**src/rtl/up_dn_counter_lim.sv**
```systemverilog
// rtl/up_dn_counter_lim.sv - up/down counter with programmable limits, step, saturate/wrap mode
module up_dn_counter_lim #(
    parameter int WIDTH = 5,
    parameter bit WRAP  = 1'b0
) (
    input  logic             clk,
    input  logic             rst_n,
    input  logic             en,
    input  logic             load,
    input  logic [WIDTH-1:0] IN,
    input  logic             up,
    input  logic             down,
    input  logic [WIDTH-1:0] step,
    input  logic [WIDTH-1:0] lo_lim,
    input  logic [WIDTH-1:0] hi_lim,
    output logic [WIDTH-1:0] counter,
    output logic             high,
    output logic             low,
    output logic             ovf,
    output logic             unf
);

    logic [WIDTH-1:0]        counter_q, counter_d;
    logic                    ovf_q, ovf_d;
    logic                    unf_q, unf_d;
    logic [WIDTH:0]          sum;
    logic signed [WIDTH:0]   diff;
    logic                    up_cross, dn_cross, lim_ok;

    // One extra bit keeps carries and borrows visible to the limit compares.
    assign sum      = {1'b0, counter_q} + {1'b0, step};
    assign diff     = $signed({1'b0, counter_q}) - $signed({1'b0, step});
    assign up_cross = sum > {1'b0, hi_lim};
    assign dn_cross = diff < $signed({1'b0, lo_lim});
    assign lim_ok   = lo_lim <= hi_lim;

    assign high    = counter_q >= hi_lim;
    assign low     = counter_q <= lo_lim;
    assign counter = counter_q;
    assign ovf     = ovf_q;
    assign unf     = unf_q;

    always_comb begin
        counter_d = counter_q;
        ovf_d     = 1'b0;
        unf_d     = 1'b0;
        if (load) begin
            counter_d = IN;
        end else if (en && lim_ok && (step != '0)) begin
            // Down has priority; an ignored down does not fall through to up.
            if (down) begin
                if (WRAP || !low) begin
                    if (dn_cross) begin
                        counter_d = WRAP ? hi_lim : lo_lim;
                        unf_d     = 1'b1;
                    end else begin
                        counter_d = diff[WIDTH-1:0];
                    end
                end
            end else if (up) begin
                if (WRAP || !high) begin
                    if (up_cross) begin
                        counter_d = WRAP ? lo_lim : hi_lim;
                        ovf_d     = 1'b1;
                    end else begin
                        counter_d = sum[WIDTH-1:0];
                    end
                end
            end
        end
    end

    always_ff @(posedge clk or negedge rst_n) begin
        if (!rst_n) begin
            counter_q <= '0;
            ovf_q     <= 1'b0;
            unf_q     <= 1'b0;
        end else begin
            counter_q <= counter_d;
            ovf_q     <= ovf_d;
            unf_q     <= unf_d;
        end
    end

endmodule
```
**config.mk**
```make
export PLATFORM = sky130hd
export DESIGN_NAME = up_dn_counter_lim
export DESIGN_NICKNAME = d
export VERILOG_FILES = /design/src/rtl/up_dn_counter_lim.sv
export SDC_FILE = /design/constraint.sdc
export NUM_CORES = 1
export LEC_CHECK = 0
export BUFFER_PORTS_ARGS = -buffer_cell sky130_fd_sc_hd__buf_4
export CAP_MARGIN = 30
export CORE_ASPECT_RATIO = 0.9
export CORE_UTILIZATION = 45
export DETAILED_ROUTE_END_ITERATION = 12
export GPL_TIMING_DRIVEN = 0
export PLACE_DENSITY = 0.7
export RECOVER_POWER = 50
export SETUP_SLACK_MARGIN = 0.02
export SYNTH_ARGS = -nofsm -noshare
export SYNTH_HDL_FRONTEND = slang
export SYNTH_SLANG_ARGS = --single-unit
```
**constraint.sdc**
```tcl
create_clock -name clk -period 4.01 [get_ports clk]
set_clock_uncertainty 0.05 [all_clocks]
set_input_delay 0.6015 -clock clk [delete_from_list [all_inputs] [get_ports clk]]
set_output_delay 0.6015 -clock clk [all_outputs]
set_load 0.005 [all_outputs]
```
== Word level (Yosys, flattened, before mapping) ==
Index checks and enable logic that the tools add are counted.

* Bits in registers: 7
* Input port bits: 26
* Output and inout port bits: 9
* Logic and storage cells: 37

* $add $sub $neg: 2
* Magnitude comparators: 5
* Equal/unequal tests: 2
* Multiplexer cells: 19
* Reduce and logical (&&, ||, !) cells: 6

{| class="wikitable"
|+ Operator list
! operator !! count
|-
| 5-bit 2-to-1 mux || 8
|-
| 1-bit 2-to-1 mux || 11
|-
| 5-bit <= comparator || 2
|-
| 5-bit by 5-bit adder with 6-bit output || 1
|-
| 6-bit by 5-bit > comparator with 1-bit output || 1
|-
| 6-bit < comparator || 1
|-
| 3-bit inequality test, second input constant || 2
|-
| 5-bit by 5-bit subtractor with 6-bit output || 1
|-
| 5-bit >= comparator || 1
|-
| 5-bit nonzero test || 1
|-
| 4-bit AND reduction || 1
|-
| 3-bit nonzero test || 1
|-
| 1-bit logical AND || 2
|-
| 2-bit nonzero test || 1
|}

== Longest topological paths before layout ==
Gate-level depths: netlist (run 1).

* Depth after elaboration: 8
* Depth in mapped cells: 13
* Mapped depth without buffers: 13

== Worst setup path after synthesis (run 1) ==
No wires, ideal clock.

* Path type: in2reg
* From: input port step[0]
* To: register counter_q[3] (netlist: counter[3])
* Setup time: 88 ps
* Data arrival time: 2861 ps
* Data required time: 3872 ps
* Path slack: 1011 ps
* Stages on the path: 12
* Cells stage by stage: ha_1 > inv_1 > fa_1 > a21o_1 > a21oi_1 > xnor2_1 > ha_1 > nand2_1 > o21a_1 > nor2_2 > mux2_2 > a41oi_1

* Word-level cells in the longest chain between the ends: 8

{| class="wikitable"
|+ RTL lines
! element !! line !! text
|-
| start, declared || 13 || <nowiki>input logic [WIDTH-1:0] step,</nowiki>
|-
| 5-bit by 5-bit adder with 6-bit output || 31 || <nowiki>assign sum = {1'b0, counter_q} + {1'b0, step};</nowiki>
|-
| 6-bit by 5-bit > comparator with 1-bit output || 33 || <nowiki>assign up_cross = sum > {1'b0, hi_lim};</nowiki>
|-
| 5-bit 2-to-1 mux || 62 || <nowiki>if (up_cross) begin</nowiki>
|-
| 5-bit 2-to-1 mux || 61 || <nowiki>if (WRAP || !high) begin</nowiki>
|-
| 5-bit 2-to-1 mux || 60 || <nowiki>end else if (up) begin</nowiki>
|-
| 5-bit 2-to-1 mux || 51 || <nowiki>if (down) begin</nowiki>
|-
| 5-bit 2-to-1 mux || 49 || <nowiki>end else if (en && lim_ok && (step != '0)) begin</nowiki>
|-
| 5-bit 2-to-1 mux || 47 || <nowiki>if (load) begin</nowiki>
|-
| end signal, assigned || 79 || <nowiki>counter_q <= counter_d;</nowiki>
|-
| end, declared || 23 || <nowiki>logic [WIDTH-1:0] counter_q, counter_d;</nowiki>
|}

Several ways; a longest one is shown, not always the timed one. The select of a mux whose other input is x is not followed.
A chain may end at the register's enable or synchronous reset.

== Worst setup path after layout (run 1) ==
* From: input port step[1]
* To: register counter_q[2] (netlist: counter[2])

The elaborated chain is that of the path after synthesis.

==> results of run 1 <==
==> synth_stat cells, drive strengths merged, types with 2 or more instances <==
master	number	area, sq um
a21oi	14	81.33
ha	34	425.4
o31ai	3	36.28
and2	2	12.51
a211oi	6	50.05
dfrtp	7	175.2
nor2	14	57.55
buf	2	22.52
o21bai	2	15.01
fa	2	40.04
and3	2	12.51
xnor2	3	26.28
a31oi	4	25.02
a21o	4	31.28
nor3	2	10.01
nand3	4	20.02
inv	18	67.56
o21ai	8	40.03
nand2b	7	51.30
mux2	2	22.52
xor2	3	26.28
nand2	15	56.30
o22ai	2	32.53
a41oi	4	50.05
nor2b	2	12.51
==> cell type report <==
| type | count | area [sq um] |
|---|---|---|
| fillers | 275 | 1257 |
| clock buffers | 4 | 45.04 |
| repair buffers | 34 | 251.5 |
| multi-input cells | 155 | 1286 |
| inverters | 18 | 67.56 |
| plain buffers | 3 | 26.28 |
| well taps | 42 | 52.55 |
| flip-flops and latches | 7 | 175.2 |
==> cells in the final DEF (no fill, tap or decap), types with 2 or more instances in the layout <==
cell / Yosys / layout
clkbuf_1: 1 / 3
a31oi_1: 4 / 4
and3_1: 2 / 2
nor2b_1: 2 / 2
a21oi_1: 11 / 11
and2_1: 2 / 2
o31ai_1: 2 / 2
nor2_2: 2 / 2
nor3_1: 2 / 2
a41oi_1: 2 / 2
a211oi_1: 5 / 5
a21o_1: 3 / 3
o21bai_1: 2 / 2
inv_1: 18 / 18
buf_4: 0 / 29
ha_1: 34 / 34
clkbuf_4: 0 / 4
a21oi_2: 3 / 3
o21ai_1: 3 / 3
fa_1: 2 / 2
xor2_1: 3 / 3
mux2_2: 2 / 2
a41oi_2: 2 / 2
o21ai_0: 5 / 5
buf_6: 2 / 2
xnor2_1: 3 / 3
dfrtp_1: 7 / 7
nand2b_1: 6 / 6
nand3_1: 4 / 4
nand2_1: 15 / 15
nor2_1: 12 / 12
clkbuf_8: 0 / 3
==> sequential cells by signal, indices dropped and copies added (netlist names) <==
register	cells
ovf	1
unf	1
counter	5
==> worst max-delay path: cells and delay by family <==
family	cells	cell delay, ns
xor+xnor	1	0.21
fa+ha+maj	2	0.56
compound gates	5	1.22
simple gates	4	0.56
buf+inv	2	0.26
==> layer usage <==
metal  global-route usage  wire length [um]  part of all wire  up-vias
li1                     -                 -                 -      752
met1               0.3185              1973              0.46      710
met2               0.4483              2123              0.50       38
met3              0.04134               165             0.039        2
met4              0.02597                16            0.0037        0
met5                    0                 0                 0        -
==> power by group <==
part / switching [uW] / internal [uW]
clock network: 30.8 / 68.8
registers: 42.9 / 89.1
logic: 450 / 361
==> cell families after synthesis <==
logic type               count (synthesis)  synth area share
adder cells (fa/ha/maj)                 36            0.2993
buffers and inverters                   21           0.06033
AO/OA/AOI/OAI                           57            0.3001
multiplexers                             3           0.02092
AND/OR/NAND/NOR                         53            0.1730
XOR/XNOR                                 6           0.03380
flip-flops                               7            0.1126
==> per-stage QoR <==
| step | cells | cell area, sq um |
|---|---|---|
| after global placement | 259 | 1863 |
| after floorplan | 183 | 1555 |
| final | 263 | 1904 |
| after detailed placement | 259 | 1863 |
| after CTS | 263 | 1908 |
| after global routing | 263 | 1904 |
==> worst min path at each step <==
stage / from / endpoint / slack, ns / cells after the start
3_3_place_gp: rst_n / counter[3] / 0.37 / 1
3_5_place_dp: rst_n / counter[2] / 0.37 / 1
6_report: rst_n / unf / 0.21 / 1
2_1_floorplan: rst_n / counter[0] / 0.26 / 0
5_1_grt: rst_n / ovf / 0.24 / 1
4_1_cts: rst_n / counter[2] / 0.13 / 1
==> impl_metrics.py, run 1 <==
metrics = {
    "status": {
        "status": "finished clean",
    },
    "floorplanning": {
        "dieArea_sq_um": 3696,
        "placementRows": 19,
        "die_h_um": 57.77,
        "ios": 35,
        "coreArea_sq_um": 3162,
        "die_width_um": 63.97,
        "start_util": 0.4919,
    },
    "synthesis": {
        "synth_edf_count": 0,
        "syn_area_per_cell_sq_um": 8.499,
        "synth-main-ff-cell": "dfrtp_1",
        "synth_area_sq_um": 1555,
        "synth_cell_types": 51,
        "ys_seq_area_frac": 0.1126,
        "synth_cells": 183,
        "syn_nets": 245,
        "async_reset_ff_frac": 1.000,
        "ys_ff_latch": 7,
        "ys_warn_count": 0,
    },
    "power": {
        "irDropWorstVdd_uv": 266.9,
        "power_uw": 1043,
        "leakage_uw": 0.0009086,
        "powerDensity_nw_per_um2": 547.8,
    },
    "timing": {
        "period_needed_ns": 3.370,
        "clock.fmax_mhz": 296.7,
        "hold_ws_ns": 0.2055,
        "finalMaxSlewViolations": 0,
        "fin_crit_sh": 0.8404,
        "setup_tns_ns": 0,
        "slew_headroom": 0.6231,
        "hold_violations": 0,
        "fin_ws_ns": 0.6401,
        "rsz0062_at_grt": "no",
        "worst_pin_slew_ns": 0.5632,
        "setup_viol": 0,
    },
    "place": {
        "place_congestion": 0.8456,
        "pre_cts_slack_ns": 0.4369,
        "port_buffers": 34,
        "dp_hpwl_mm": 3.689,
    },
    "critical_path": {
        "crit_fanout": 5,
        "start_kind": "input pin",
        "endpoint": "counter[2]",
        "crit_type": "in2reg",
        "critPathArrivalTime_ns": 3.42,
        "cp-end-kind": "flop",
        "reg2reg_slack_ns": 0.64,
        "worstReg2RegEnd": "counter[2]",
        "crit_slowest_cell": "a311oi_1",
        "ff2ff_path_depth": 12,
        "cp.required_ns": 4.06,
        "worstPathCellList": "buf_4 > inv_1 > ha_1 > nand2b_1 > a21oi_2 > nor2_1 > xor2_1 > ha_1 > and4_1 > a21oi_2 > o31a_1 > nor2_2 > a311oi_1 > a31oi_1",
        "rr_startpoint": "counter[1]",
        "cp-startpoint": "step[1]",
        "max_stage_delay_ns": 0.37,
    },
    "detailed_routing": {
        "drc_errors": 0,
        "viasPerCell": 5.711,
        "ant_nets": 0,
        "vias": 1502,
        "wl_per_cell_um": 16.27,
        "drtIter0Drc": 40,
        "firstDrtPassIters": 4,
        "wirelength_mm": 4.278,
    },
    "finish": {
        "antenna_cells": 0,
        "drive_gt1_frac": 0.2624,
        "area_growth_syn_to_layout_pct": 22.45,
        "final_core_util": 0.6023,
        "nets": 284,
    },
    "cts": {
        "clock_sinks": 7,
        "cts_buffers": 3,
        "ctsResizeCount": 0,
        "cts_root_buf": "clkbuf_8",
        "clkSlewWorstSetupHoldPaths_ns": 0.04,
        "cts_setup_buffers": 0,
        "clockBufferDepth": 2,
        "holdBufCountCts": 0,
        "h-tree-depth": 1,
        "worstSkewPairLatency_ns": 0.23,
        "cts_tree": "yes",
    },
    "grt": {
        "grt_pass1_wl_mm": 6.989,
        "grt-ovfl-total": 0,
        "grt_usage": 0.2476,
        "grt_pass1_vias": 1474,
        "antenna_found_initial": 0,
        "grt_max_degree": 11,
    },
    "hold_path": {
        "hold_class": "in2async",
    },
    "run": {
        "drv_cap": 0,
    },
}
Note: power is estimated with default switching activity, not from simulation.
==> inputs of run 2 (changes only) <==
Settings changed: ABC_AREA set to 1.
Clock period 4.01 ns to 3.3 ns, I/O delays scaled along.
==> impl_metrics.py, run 2 <==
metrics = {
    "timing": {
        "period_needed_ns": 2.811,
        "setup_viol": 0,
        "worst_pin_slew_ns": 0.4450,
        "slew_headroom": 0.7033,
        "rsz0062_at_grt": "no",
        "finalMaxSlewViolations": 0,
        "clock.fmax_mhz": 355.8,
        "setup_tns_ns": 0,
        "fin_crit_sh": 0.8518,
        "hold_violations": 0,
    },
    "detailed_routing": {
        "drtIter0Drc": 87,
        "wirelength_mm": 4.227,
        "firstDrtPassIters": 4,
        "viasPerCell": 4.865,
        "ant_nets": 0,
        "wl_per_cell_um": 12.40,
        "vias": 1659,
        "drc_errors": 0,
    },
    "finish": {
        "final_common_cell": "nand2_1",
        "area_growth_syn_to_layout_pct": 19.99,
        "drive_gt1_frac": 0.2020,
        "largest_register_ffs": 5,
        "antenna_cells": 0,
        "nets": 360,
        "mostFrequentLayoutCells": "nand2_1 (69), inv_1 (54), ha_1 (34)",
        "stdcell_area_sq_um": 2043,
    },
    "critical_path": {
        "ff2ff_path_depth": 18,
        "worstPathCellList": "ha_1 > nor2_1 > nand2_1 > nand2_1 > nand2_1 > nand2_1 > inv_1 > ha_1 > a21oi_1 > nand2_1 > nand2_1 > nand2_1 > nand2_2 > nand3_1 > nand2_1 > nor2_1 > nor2_1 > a21oi_1",
        "rr_startpoint": "counter[1]",
        "crit_family": "simple AND/OR/NAND/NOR gates",
        "crit_slowest_cell": "dfrtp_1",
        "cp.required_ns": 3.36,
        "crit_fanout": 10,
        "max_stage_delay_ns": 0.61,
        "crit_top_cell": "nand2_1",
        "start_kind": "flop",
        "critPathArrivalTime_ns": 2.87,
        "timing.critical_path.buf_inv": 1,
        "reg2reg_slack_ns": 0.49,
        "cp-end-kind": "flop",
        "crit_type": "reg2reg",
        "worstReg2RegEnd": "counter[0]",
    },
    "synthesis": {
        "ys_ff_latch": 7,
        "synthMostInstantiatedCell": "nand2_1",
        "synth_compound_area_frac": 0.1043,
        "synth_area_sq_um": 1703,
        "synth_top_area_cell": "ha_1",
        "syn_nets": 322,
        "synth_cell_types": 30,
        "yosys.area_share.simple": 0.3534,
        "yosys-top-cells-area": "ha_1 (25%), nand2_1 (15%), inv_1 (12%)",
        "synth-main-ff-cell": "dfrtp_1",
        "synth_cells": 260,
        "syn_area_per_cell_sq_um": 6.550,
        "ys_warn_count": 0,
        "synthTopCellsByCount": "nand2_1 (69), inv_1 (54), ha_1 (34)",
        "synth_fa_ha_area_frac": 0.2733,
        "synthMuxAreaShare": 0,
        "async_reset_ff_frac": 1.000,
        "synth-xor-area-share": 0.02572,
        "ys_seq_area_frac": 0.1029,
        "synth_edf_count": 0,
        "netlist.area_leader.share": 0.2498,
        "synth_top_family_by_area": "simple AND/OR/NAND/NOR gates",
    },
    "run": {
        "drv_cap": 0,
    },
    "cts": {
        "h-tree-depth": 1,
        "cts_tree": "yes",
        "clkSlewWorstSetupHoldPaths_ns": 0.04,
        "holdBufCountCts": 0,
        "worstSkewPairLatency_ns": 0.23,
        "cts_setup_buffers": 0,
        "cts_buffers": 3,
        "clockBufferDepth": 2,
        "clock_sinks": 7,
        "ctsResizeCount": 0,
        "cts_root_buf": "clkbuf_8",
    },
    "place": {
        "placed_area_sq_um": 2006,
        "dp_hpwl_mm": 3.551,
        "port_buffers": 33,
        "place_congestion": 0.8959,
    },
    "grt": {
        "antenna_found_initial": 0,
        "grt_pass1_vias": 1571,
        "grt_usage": 0.2349,
        "grt_pass1_wl_mm": 7.058,
        "grt_max_degree": 11,
        "grt-ovfl-total": 0,
    },
    "floorplanning": {
        "placementRows": 20,
        "die_width_um": 66.85,
        "ios": 35,
        "die_h_um": 60.36,
        "start_util": 0.4861,
        "dieArea_sq_um": 4035,
        "coreArea_sq_um": 3503,
    },
    "power": {
        "powerDensity_nw_per_um2": 840.6,
        "leakage_uw": 0.001202,
        "irDropWorstVdd_uv": 468.3,
    },
    "status": {
        "status": "finished clean",
    },
    "hold_path": {
        "hold_class": "in2async",
    },
}
-- run 2: cell count changes in the layout (fill, tap and decap cells not counted), sizes merged, moves of 6 or more --
| cell | previous run | this run |
|---|---|---|
| a211oi | 6 | 0 |
| inv | 18 | 58 |
| nand2 | 15 | 75 |
| nand2b | 7 | 0 |
| nand3 | 4 | 24 |
| nand4 | 0 | 8 |
-- run 2: worst max-delay path by stage --
stage / start / to / slack, ns / cells past startpoint
6_report: counter[1] / counter[0] / 0.49 / 18
5_1_grt: counter[1] / counter[3] / 0.14 / 19
2_1_floorplan: step[2] / counter[0] / 0.78 / 21
3_5_place_dp: step[0] / counter[0] / 0.35 / 15
3_3_place_gp: step[0] / counter[3] / 0.39 / 15
4_1_cts: counter[2] / counter[0] / 0.49 / 18
-- run 2: metrics by stage --
stage | power, uW | utilization | hold WS (ns) | worst slack, ns | cells
final | 1718 | 0.5832 | 0.09252 | 0.4891 | 341
after global placement | 1572 | 0.5725 | 0.2577 | 0.3864 | 337
after detailed placement | 1599 | 0.5725 | 0.2582 | 0.3530 | 337
after global routing | 1954 | 0.5832 | 0.1155 | 0.1415 | 341
after floorplan | 1230 | - | 0.1494 | 0.7823 | 260
after CTS | 1727 | 0.5854 | 0.01839 | 0.4930 | 341
-- run 2: power by group --
part / internal [uW] / switching, uW / leakage [uW]
combinational: 556 / 843 / 0.00110
sequential: 118 / 82.5 / 0.0000841
clock: 83.3 / 34.3 / 0.0000228
total: 758 / 960 / 0.00120
-- run 2: cell type report --
type / count / area (sq um)
sequential: 7 / 175.2
tap: 44 / 55.05
inverter: 58 / 220.2
clock buffer: 4 / 45.04
fill: 377 / 1460
buffer: 2 / 18.77
timing repair buffer: 33 / 240.2
multi-input combinational: 193 / 1289
-- run 2: routing by layer --
| layer | GRT usage | share of wire | vias up |
|---|---|---|---|
| li1 | - | - | 897 |
| met1 | 0.3109 | 0.51 | 727 |
| met2 | 0.4199 | 0.45 | 33 |
| met3 | 0.02256 | 0.034 | 2 |
| met4 | 0.04255 | 0.0085 | 0 |
| met5 | 0 | 0 | - |
-- run 2: cell families after synthesis --
group | count (synthesis)
compound gates | 24
xor+xnor | 5
fa+ha+maj | 36
buf+inv | 60
flops | 7
simple gates | 128
==> inputs of run 3 (changes only) <==
Settings changed: CORE_MARGIN set to 2, CORE_UTILIZATION 45 to 44, PLACE_DENSITY 0.7 to 0.68.
==> impl_metrics.py, run 3 (synthesized netlist as in run 2, its figures left out) <==
metrics = {
    "detailed_routing": {
        "ant_nets": 0,
        "drc_errors": 0,
        "wirelength_mm": 4.181,
        "viasPerCell": 4.790,
        "routed-wl-met2_mm": 1.910,
        "vias": 1643,
        "route.met3.wl_um": 162,
        "firstDrtPassIters": 4,
        "wl_per_cell_um": 12.19,
        "wl_met1_mm": 2.079,
        "drtIter0Drc": 94,
        "routed.top_layer": "met4",
    },
    "timing": {
        "finalMaxSlewViolations": 0,
        "fin_crit_sh": 0.8581,
        "worst_pin_slew_ns": 0.4479,
        "rsz0062_at_grt": "no",
        "period_needed_ns": 2.832,
        "setup_viol": 0,
        "setup_tns_ns": 0,
        "slew_headroom": 0.7014,
        "hold_violations": 0,
        "clock.fmax_mhz": 353.2,
    },
    "critical_path": {
        "max_stage_delay_ns": 0.49,
        "crit_slowest_cell": "dfrtp_1",
        "worstPathCellList": "ha_1 > buf_6 > inv_4 > a21oi_4 > nand3_1 > nand2_1 > inv_1 > ha_1 > a21oi_1 > nand2_1 > nand2_1 > nand2_1 > nand2_2 > nand3_1 > nand2_1 > nor2_1 > nor2_1 > a21oi_1",
        "crit_top_cell": "nand2_1",
        "crit_type": "reg2reg",
        "cp-end-kind": "flop",
        "start_kind": "flop",
        "crit_family": "simple AND/OR/NAND/NOR gates",
        "ff2ff_path_depth": 18,
        "worstReg2RegEnd": "counter[4]",
        "rr_startpoint": "counter[2]",
        "timing.critical_path.buf_inv": 3,
        "critPathArrivalTime_ns": 2.89,
        "crit_fanout": 10,
        "cp.required_ns": 3.36,
        "reg2reg_slack_ns": 0.47,
    },
    "place": {
        "place_congestion": 0.9249,
        "dp_hpwl_mm": 3.535,
        "port_buffers": 33,
    },
    "cts": {
        "clkSlewWorstSetupHoldPaths_ns": 0.04,
        "clockBufferDepth": 2,
        "cts_buffers": 3,
        "cts_setup_buffers": 0,
        "holdBufCountCts": 0,
        "cts_root_buf": "clkbuf_8",
        "worstSkewPairLatency_ns": 0.23,
        "cts_tree": "yes",
        "ctsResizeCount": 0,
        "h-tree-depth": 1,
        "clock_sinks": 7,
    },
    "grt": {
        "grt_pass1_wl_mm": 7.134,
        "grt_pass1_vias": 1550,
        "grt_usage": 0.2053,
        "grt_max_degree": 11,
        "antenna_found_initial": 0,
        "grt-ovfl-total": 0,
    },
    "status": {
        "status": "finished clean",
    },
    "power": {
        "swShare": 0.5547,
        "p_clk_frac": 0.071,
        "cell_internal_pwr_uw": 764.6,
        "switching_power_uw": 952.3,
        "seqPwrFrac": 0.119,
        "combPwrFrac": 0.811,
        "leakage_uw": 0.001206,
        "powerDensity_nw_per_um2": 837.7,
        "irDropWorstVdd_uv": 392.6,
        "power_uw": 1717,
    },
    "finish": {
        "final_common_cell": "nand2_1",
        "antenna_cells": 0,
        "area_growth_syn_to_layout_pct": 20.35,
        "nets": 360,
        "drive_gt1_frac": 0.2054,
        "mostFrequentLayoutCells": "nand2_1 (69), inv_1 (54), ha_1 (34)",
        "largest_register_ffs": 5,
    },
    "run": {
        "drv_cap": 0,
    },
    "floorplanning": {
        "coreArea_sq_um": 3705,
        "ios": 35,
        "dieArea_sq_um": 4385,
        "start_util": 0.4596,
        "placementRows": 21,
        "die_width_um": 69.58,
        "die_h_um": 63.02,
    },
    "hold_path": {
        "hold_class": "in2async",
    },
}
run 3: worst reg2reg max path, delay by kind of cell (launching register included):
kind / cells / cell delay, ns
buffers and inverters: 3 / 0.24
AO/OA/AOI/OAI: 3 / 0.40
AND/OR/NAND/NOR: 10 / 0.90
adder cells (fa/ha/maj): 2 / 0.63
flip-flops: 1 / 0.49
run 3: worst max-delay path by stage:
stage / start / endpoint / slack (ns) / cells after the start
2_1_floorplan: step[2] / counter[0] / 0.78 / 21
3_3_place_gp: step[0] / counter[4] / 0.42 / 15
3_5_place_dp: step[0] / counter[4] / 0.40 / 15
4_1_cts: counter[2] / counter[4] / 0.48 / 18
5_1_grt: counter[2] / counter[4] / 0.24 / 18
6_report: counter[2] / counter[4] / 0.47 / 18
run 3: final cells by class:
cell class | count | area, sq um
clock buffers | 4 | 45.04
flip-flops and latches | 7 | 175.2
inverters | 58 | 220.2
well taps | 46 | 57.56
plain buffers | 2 | 18.77
fillers | 407 | 1655
multi-input cells | 193 | 1289
repair buffers | 33 | 244.0
run 3: power groups by stage:
stage               Sequential, uW  Combinational, uW  Clock [uW]
CTS                            205               1400         122
global route                   211               1590         129
detailed placement             206               1390           0
global placement               203               1360           0
finish                         204               1390         121
floorplan                      167               1060           0
run 3: metal layers:
| layer | global-route usage | vias up |
|---|---|---|
| met2 | 0.3377 | 33 |
| met5 | 0 | - |
| met4 | 0.02941 | 0 |
| met3 | 0.02581 | 5 |
| met1 | 0.2931 | 707 |
| li1 | - | 898 |
run 3: stage by stage:
step	util	instances	worst slack [ns]	instance area (sq um)	hold WS [ns]
6_report	0.5532	343	0.4684	2049	0.09398
5_1_grt	0.5532	343	0.2351	2049	0.1143
4_1_cts	0.5542	343	0.4788	2053	0.01867
3_5_place_dp	0.5420	339	0.3984	2008	0.2597
3_3_place_gp	0.5420	339	0.4183	2008	0.2596
2_1_floorplan	-	260	0.7823	1703	0.1494
